--- src/rtl/aes_pkg.sv ---
// Shared AES-128 definitions used by the key-schedule slice.
// Contents: round/word counts, word/block/index types, rcon constants,
// key-expansion FSM state encoding and the GF(2^8) xtime helper.
package aes_pkg;

    localparam int unsigned NR      = 10;
    localparam int unsigned NK      = 4;
    localparam int unsigned NRK     = NR + 1;
    localparam int unsigned WORD_W  = 32;
    localparam int unsigned BLOCK_W = NK * WORD_W;
    localparam int unsigned IDX_W   = 4;

    localparam logic [7:0] RCON_INIT = 8'h01;
    localparam logic [7:0] RCON_POLY = 8'h1b;

    typedef logic [WORD_W-1:0]  word_t;
    typedef logic [BLOCK_W-1:0] block_t;
    typedef logic [IDX_W-1:0]   idx_t;

    typedef enum logic {
        IDLE = 1'b0,
        RUN  = 1'b1
    } state_e;

    // Multiply by x in GF(2^8) modulo the AES polynomial.
    function automatic logic [7:0] xtime(input logic [7:0] b);
        return {b[6:0], 1'b0} ^ (b[7] ? RCON_POLY : 8'h00);
    endfunction

endpackage

--- src/rtl/aes_key_expand_if.sv ---
// Handshake bundle between the key-schedule engine and its consumer.
//   start/key_in     : expansion request and cipher key
//   busy/done        : engine status, done is a one-cycle completion pulse
//   rk_valid/rk_ready: round-key stream handshake carrying rk_out/rk_idx
//   rk_rd_idx/rk_rd_data: random-access read of stored round keys, present
//                     only when AES_KEY_EXPAND_STORE_EN is defined
// master = consumer side, slave = engine side.
interface aes_key_expand_if;
    import aes_pkg::*;

    logic   start;
    block_t key_in;
    logic   busy;
    logic   rk_valid;
    logic   rk_ready;
    block_t rk_out;
    idx_t   rk_idx;
    logic   done;
`ifdef AES_KEY_EXPAND_STORE_EN
    idx_t   rk_rd_idx;
    block_t rk_rd_data;

    modport master (
        output start, key_in, rk_ready, rk_rd_idx,
        input  busy, rk_valid, rk_out, rk_idx, done, rk_rd_data
    );
    modport slave (
        input  start, key_in, rk_ready, rk_rd_idx,
        output busy, rk_valid, rk_out, rk_idx, done, rk_rd_data
    );
`else
    modport master (
        output start, key_in, rk_ready,
        input  busy, rk_valid, rk_out, rk_idx, done
    );
    modport slave (
        input  start, key_in, rk_ready,
        output busy, rk_valid, rk_out, rk_idx, done
    );
`endif
endinterface

--- src/rtl/aes_sbox.sv ---
// AES forward byte S-box: multiplicative inverse in GF(2^8) followed by
// the affine transform. Purely combinational.
//   a : input byte
//   s : substituted byte
module aes_sbox
    import aes_pkg::*;
(
    input  logic [7:0] a,
    output logic [7:0] s
);

    function automatic logic [7:0] gf_mul(input logic [7:0] x, input logic [7:0] y);
        logic [7:0] p;
        logic [7:0] t;
        p = 8'h00;
        t = x;
        for (int i = 0; i < 8; i++) begin
            if (y[i]) p = p ^ t;
            t = xtime(t);
        end
        return p;
    endfunction

    // Inverse as x^254 via an addition chain; 0 maps to 0 naturally.
    function automatic logic [7:0] gf_inv(input logic [7:0] x);
        logic [7:0] x2, x3, x6, x12, x15, x30, x60, x120, x240;
        x2   = gf_mul(x, x);
        x3   = gf_mul(x2, x);
        x6   = gf_mul(x3, x3);
        x12  = gf_mul(x6, x6);
        x15  = gf_mul(x12, x3);
        x30  = gf_mul(x15, x15);
        x60  = gf_mul(x30, x30);
        x120 = gf_mul(x60, x60);
        x240 = gf_mul(x120, x120);
        return gf_mul(gf_mul(x240, x12), x2);
    endfunction

    logic [7:0] inv_c;

    always_comb begin
        inv_c = gf_inv(a);
        s     = inv_c
              ^ {inv_c[6:0], inv_c[7]}
              ^ {inv_c[5:0], inv_c[7:6]}
              ^ {inv_c[4:0], inv_c[7:5]}
              ^ {inv_c[3:0], inv_c[7:4]}
              ^ 8'h63;
    end

endmodule

--- src/rtl/aes_sub_word.sv ---
// 32-bit SubWord: each byte of the word through its own byte S-box.
//   w : input word
//   s : substituted word
module aes_sub_word
    import aes_pkg::*;
(
    input  word_t w,
    output word_t s
);

    for (genvar g = 0; g < 4; g++) begin : g_byte
        aes_sbox u_sbox (
            .a (w[8*g +: 8]),
            .s (s[8*g +: 8])
        );
    end

endmodule

--- src/rtl/aes_key_expand.sv ---
// Iterative AES-128 key schedule. Emits round keys 0..10 one per accepted
// rk_valid/rk_ready handshake; each next key is computed combinationally
// from the registered current key.
//   clk, rst : clock, synchronous active-high reset
//   bus      : aes_key_expand_if.slave (start/key_in request, busy/done
//              status, rk_valid/rk_ready/rk_out/rk_idx stream)
// Optional macro AES_KEY_EXPAND_STORE_EN adds an 11-entry round-key store
// readable through rk_rd_idx/rk_rd_data with one cycle of latency.
module aes_key_expand
    import aes_pkg::*;
(
    input  logic              clk,
    input  logic              rst,
    aes_key_expand_if.slave   bus
);

    localparam idx_t IDX_LAST = idx_t'(NR);

    state_e     state_q, state_d;
    block_t     rk_out_q, rk_out_d;
    idx_t       rk_idx_q, rk_idx_d;
    logic [7:0] rcon_q, rcon_d;
    logic       rk_valid_q, rk_valid_d;
    logic       busy_q, busy_d;
    logic       done_q, done_d;

    logic       hs_c;
    word_t      w0_c, w1_c, w2_c, w3_c;
    word_t      rot_c, sub_c, t_c;
    word_t      n0_c, n1_c, n2_c, n3_c;
    block_t     next_key_c;

    assign hs_c = rk_valid_q & bus.rk_ready;

    // Next round key from the current one.
    assign {w0_c, w1_c, w2_c, w3_c} = rk_out_q;
    assign rot_c = {w3_c[23:0], w3_c[31:24]};

    aes_sub_word u_sub_word (
        .w (rot_c),
        .s (sub_c)
    );

    assign t_c        = sub_c ^ {rcon_q, 24'h000000};
    assign n0_c       = w0_c ^ t_c;
    assign n1_c       = w1_c ^ n0_c;
    assign n2_c       = w2_c ^ n1_c;
    assign n3_c       = w3_c ^ n2_c;
    assign next_key_c = {n0_c, n1_c, n2_c, n3_c};

    // State and datapath registers.
    always_ff @(posedge clk) begin
        if (rst) begin
            state_q    <= IDLE;
            rk_out_q   <= '0;
            rk_idx_q   <= '0;
            rcon_q     <= RCON_INIT;
            rk_valid_q <= 1'b0;
            busy_q     <= 1'b0;
            done_q     <= 1'b0;
        end else begin
            state_q    <= state_d;
            rk_out_q   <= rk_out_d;
            rk_idx_q   <= rk_idx_d;
            rcon_q     <= rcon_d;
            rk_valid_q <= rk_valid_d;
            busy_q     <= busy_d;
            done_q     <= done_d;
        end
    end

    // Next-state logic.
    always_comb begin
        state_d = state_q;
        case (state_q)
            IDLE:    if (bus.start) state_d = RUN;
            RUN:     if (hs_c && (rk_idx_q == IDX_LAST)) state_d = IDLE;
            default: state_d = IDLE;
        endcase
    end

    // Next values of the registered outputs; without a handshake all hold.
    always_comb begin
        rk_out_d   = rk_out_q;
        rk_idx_d   = rk_idx_q;
        rcon_d     = rcon_q;
        rk_valid_d = rk_valid_q;
        busy_d     = busy_q;
        done_d     = 1'b0;
        case (state_q)
            IDLE: begin
                if (bus.start) begin
                    rk_out_d   = bus.key_in;
                    rk_idx_d   = '0;
                    rcon_d     = RCON_INIT;
                    rk_valid_d = 1'b1;
                    busy_d     = 1'b1;
                end
            end
            RUN: begin
                if (hs_c) begin
                    if (rk_idx_q == IDX_LAST) begin
                        rk_valid_d = 1'b0;
                        busy_d     = 1'b0;
                        done_d     = 1'b1;
                    end else begin
                        rk_out_d = next_key_c;
                        rk_idx_d = rk_idx_q + idx_t'(1);
                        rcon_d   = xtime(rcon_q);
                    end
                end
            end
            default: ;
        endcase
    end

    assign bus.busy     = busy_q;
    assign bus.rk_valid = rk_valid_q;
    assign bus.rk_out   = rk_out_q;
    assign bus.rk_idx   = rk_idx_q;
    assign bus.done     = done_q;

`ifdef AES_KEY_EXPAND_STORE_EN
    block_t rk_mem [NRK];
    block_t rk_rd_data_q;

    // Round-key store, written as each key is handed over; registered read.
    always_ff @(posedge clk) begin
        if (rst) begin
            for (int unsigned i = 0; i < NRK; i++) rk_mem[i] <= '0;
            rk_rd_data_q <= '0;
        end else begin
            if (hs_c) rk_mem[rk_idx_q] <= rk_out_q;
            rk_rd_data_q <= (bus.rk_rd_idx <= IDX_LAST) ? rk_mem[bus.rk_rd_idx] : '0;
        end
    end

    assign bus.rk_rd_data = rk_rd_data_q;
`endif

endmodule
--- src/flat_wrapper.sv ---
// flat-port wrapper written by rule: the top's interface ports become plain ports
module aes_key_expand_flat import aes_pkg::*;
  (clk, rst, bus_start, bus_key_in, bus_rk_ready, bus_busy, bus_rk_valid, bus_rk_out, bus_rk_idx, bus_done);
  aes_key_expand_if bus_i ();
  input  logic clk;
  input  logic rst;
  input wire logic [$bits(bus_i.start)-1:0] bus_start;
  input wire logic [$bits(bus_i.key_in)-1:0] bus_key_in;
  input wire logic [$bits(bus_i.rk_ready)-1:0] bus_rk_ready;
  output wire logic [$bits(bus_i.busy)-1:0] bus_busy;
  output wire logic [$bits(bus_i.rk_valid)-1:0] bus_rk_valid;
  output wire logic [$bits(bus_i.rk_out)-1:0] bus_rk_out;
  output wire logic [$bits(bus_i.rk_idx)-1:0] bus_rk_idx;
  output wire logic [$bits(bus_i.done)-1:0] bus_done;
  assign bus_i.start = bus_start;
  assign bus_i.key_in = bus_key_in;
  assign bus_i.rk_ready = bus_rk_ready;
  assign bus_busy = bus_i.busy;
  assign bus_rk_valid = bus_i.rk_valid;
  assign bus_rk_out = bus_i.rk_out;
  assign bus_rk_idx = bus_i.rk_idx;
  assign bus_done = bus_i.done;
  aes_key_expand u_core (.clk(clk), .rst(rst), .bus(bus_i));
endmodule
--- config.mk ---
export PLATFORM = sky130hd
export DESIGN_NAME = aes_key_expand_flat
export DESIGN_NICKNAME = d
export VERILOG_FILES = /design/src/rtl/aes_pkg.sv /design/src/rtl/aes_key_expand_if.sv /design/src/rtl/aes_sbox.sv /design/src/rtl/aes_sub_word.sv /design/src/rtl/aes_key_expand.sv /design/src/flat_wrapper.sv
export SDC_FILE = /design/constraint.sdc
export NUM_CORES = 2
export LEC_CHECK = 0
export CORE_UTILIZATION = 55
export CTS_BUF_LIST = sky130_fd_sc_hd__clkbuf_8
export DETAILED_ROUTE_END_ITERATION = 12
export GPL_TIMING_DRIVEN = 0
export PLACE_DENSITY = 0.78
export SETUP_SLACK_MARGIN = 0.4
export SLEW_MARGIN = 25
export SYNTH_ARGS = -nofsm -noshare
export SYNTH_HDL_FRONTEND = slang
export SYNTH_SLANG_ARGS = --single-unit
--- constraint.sdc ---
create_clock -name clk -period 36.7 [get_ports clk]
set_input_delay 9.175 -clock clk [delete_from_list [all_inputs] [get_ports clk]]
set_output_delay 9.175 -clock clk [all_outputs]
set_load 0.05 [all_outputs]
==> results.md <==
* Hold buffers post-CTS at 0
* # H-tree levels at 4
* I/O Pins at 267
* Critical Path RT at 37.15 ns
* Max transition margin at 0.185
* Hold Violations, Final at 0
* Worst Hold Path Cells at 2
* Chip Width at 314 µm
* Placer congestion estimate at 1.01
* Most frequent cells in the layout: xnor2_1, nand2_1, nor2_1, xor2_1, a21oi_1
* Antenna violations before repair at 12
* Origin of the critical flop-to-flop path: u_core.bus.rk_out[21]
* Yosys reg bits at 143
* Synth Area in Adders at 0.00701
* WP data arrival at 24.49 ns
* Area Overhead vs Synth at 8.84%
* Fin crit share at 0.655
* Family with the most delay on the worst path: XOR/XNOR gates
* Unrepaired setup endpoints after global routing: false
* I/O Buffers at 266
* Total gr overflow at 0
* Seq/Total Area, Yosys at 0.0535
* Pin count of the biggest net entering global routing at 17
* Clock Pin Slew Worst Setup and Hold Paths at 0.11 ns
* Largest family of logic cells by synthesized area: XOR/XNOR gates
* Number of synthesized flops with an enable pin at 0
* Drt wl/cell at 22.7 µm
* Vias in the first global route at 48300
* Row count at 114
* WP depth at 81
* Yosys warnings at 0
* MaxCap Viol Count at 0
* DRC violations left at 4
* Pins over their slew limit at 0
* Post-cts resize count at 0
* Worst path max stage delay at 0.73 ns
* Max Clock Skew at 0.0192 ns
* TNS Setup at 0 ns
* Worst Reg-to-Reg Cells at 81
* Xor/xnor share of the synthesized area at 0.482
* Crit Path Class: reg -> reg
* First-pass GRT wire length at 286 mm
* Worst Tran Pin Value at 1.22 ns
* Simple-gate share of the synthesized area at 0.185
* Post-synth ARST share at 0
* Cell repeated most along the worst path: xnor2_1
* Status: finished, violations left
* FF-to-FF setup slack at 12.66 ns
* DR vias/cell at 6.22
* Clk buf depth at 2
* Final Cell Area at 0.0583 mm²
* Crit path max-delay cell type: xor2_1
* Final setup vio count at 0
* Worst setup endpoint: u_core.bus.rk_out[31]
* Post-Syn Area per Cell at 7.91 µm²
* Iter 0 DRT Violations at 5906
* Post-CTS setup buffers at 0
* Starting Density at 0.555
* Worst Setup Start Kind: flip-flop
* Layout cells sized above 1 at 0.0900
* Num Clock Sinks at 143
* Crit path buf inv count at 17
* CTS root buf: clkbuf_8
* Drt pass-1 iters at 11
* CTS tree: yes
* Most common cell after layout, fill and taps aside: xnor2_1
* Clock latency on the worst-skew pair at 0.55 ns
* Crit path max fanout at 10
* All-layer global routing usage at 0.369
* Final min period at 24.04 ns
* Worst hold path type: reg -> reg
* Dpl hpwl at 148 mm
* Routed WL at 190 mm
* Top_reg_cell synth: dfxtp_1
* Nets at 7219
* Post-synthesis mux area share at 0.0531
* Die height at 314 µm
* Compound-Gate Fraction of Synth Area at 0.166
* Failing checks: design-rule violations
* Num CTS Buffers at 17
* FMAX at 0.0416 GHz
* Cell count after synthesis at 6772
* Cell area after synthesis at 0.0536 mm²
* Vias at 52000
* Die ar. at 0.0986 mm²
* R2R Path End: u_core.bus.rk_out[31]
* Finished Core Util at 0.604
* CP Capture Type: flip-flop
* Core Area at 0.0966 mm²
* CP Launch Point: u_core.bus.rk_out[21]
* DRT antenna net count at 0
* Syn nets at 6934
* Placed cell area at 0.0578 mm²
* Synth unique cells at 128
## worst reg2reg max path, delay by kind of cell, from the launching register on
kind / cells / cell delay, ns
buf+inv: 17 / 3.61
fa+ha+maj: 5 / 1.95
simple gates: 11 / 2.27
mux: 2 / 0.56
compound gates: 19 / 4.29
flops: 1 / 0.54
xor+xnor: 27 / 10.75
## cell usage after synthesis (all sizes together), types with 23 or more instances
cell | count | area share
o21a | 23 | 0.0032
mux2 | 56 | 0.012
nor3b | 25 | 0.0035
nor2b | 67 | 0.0079
a211oi | 55 | 0.0082
mux2i | 217 | 0.041
nor3 | 152 | 0.014
xor2 | 489 | 0.090
a221oi | 27 | 0.0054
xnor3 | 300 | 0.13
dfxtp | 143 | 0.053
clkbuf | 246 | 0.018
nor2 | 729 | 0.052
inv | 114 | 0.0080
a21oi | 326 | 0.031
xnor2 | 1358 | 0.25
nand3 | 161 | 0.015
nand2b | 69 | 0.0081
o221ai | 29 | 0.0054
and2 | 45 | 0.0053
a22oi | 83 | 0.012
nand2 | 784 | 0.055
a21o | 23 | 0.0032
or3 | 52 | 0.0062
nor4 | 37 | 0.0047
ha | 30 | 0.0070
o22ai | 64 | 0.0075
xor3 | 44 | 0.020
o211ai | 51 | 0.0073
buf | 219 | 0.026
o21ai | 275 | 0.026
a31oi | 112 | 0.013
## worst min-delay path by stage
stage,start,to,slack (ns)
2_1_floorplan,u_core.rcon_q[6],u_core.rcon_q[6],0.46
3_3_place_gp,u_core.bus.rk_out[59],u_core.bus.rk_out[59],0.47
3_5_place_dp,u_core.bus.rk_out[58],u_core.bus.rk_out[58],0.48
4_1_cts,u_core.bus.rk_out[58],u_core.bus.rk_out[58],0.49
5_1_grt,u_core.bus.rk_out[59],u_core.bus.rk_out[59],0.52
6_report,u_core.bus.rk_out[59],u_core.bus.rk_out[59],0.49
## metrics by stage
stage          setup slack [ns]  instances  hold slack, ns
6_report                  12.66       8358           0.495
5_1_grt                   11.55       8347           0.523
4_1_cts                   13.12       8346           0.490
3_5_place_dp              13.29       8314           0.476
3_3_place_gp              13.57       8314           0.468
2_1_floorplan             17.16       6772           0.457
## cell families (layout without fill, tap and decap cells)
logic type	count (synthesis)	in the layout
xor gates and xnor gates	2191	2191
buffers and inverters	591	889
and+or+nand+nor	2225	2225
muxes	274	274
DFF	143	143
adders and majority gates	30	30
AOI/OAI and AO/OA	1318	1318
other	0	12
## state kept, by name (all words and copies together) (netlist names)
register             count
u_core.bus.rk_valid      1
u_core.rcon_q            8
u_core.bus.rk_out      128
u_core.bus.done          1
u_core.bus.rk_idx        4
u_core.state_q           1
## layer usage
| layer | vias to the layer above | global-route usage | wire, µm |
|---|---|---|---|
| met5 | - | 0 | 86 |
| met4 | 14 | 0.149 | 8230 |
| met3 | 471 | 0.113 | 24700 |
| met2 | 2909 | 0.551 | 79800 |
| met1 | 24700 | 0.494 | 77000 |
| li1 | 23900 | - | - |
## area by class of cell
type,count,area (µm²)
clock buffer,17,234
antenna,12,30.0
timing repair buffer,266,2660
tap,1276,1600
inverter,123,462
fill,8702,38300
clock inverter,15,160
buffer,468,2420
sequential,143,2860
multi-input combinational,6038,47900
Power is not shown: default switching activity piles up to over one toggle a cycle in this logic, so the estimate is an artifact.
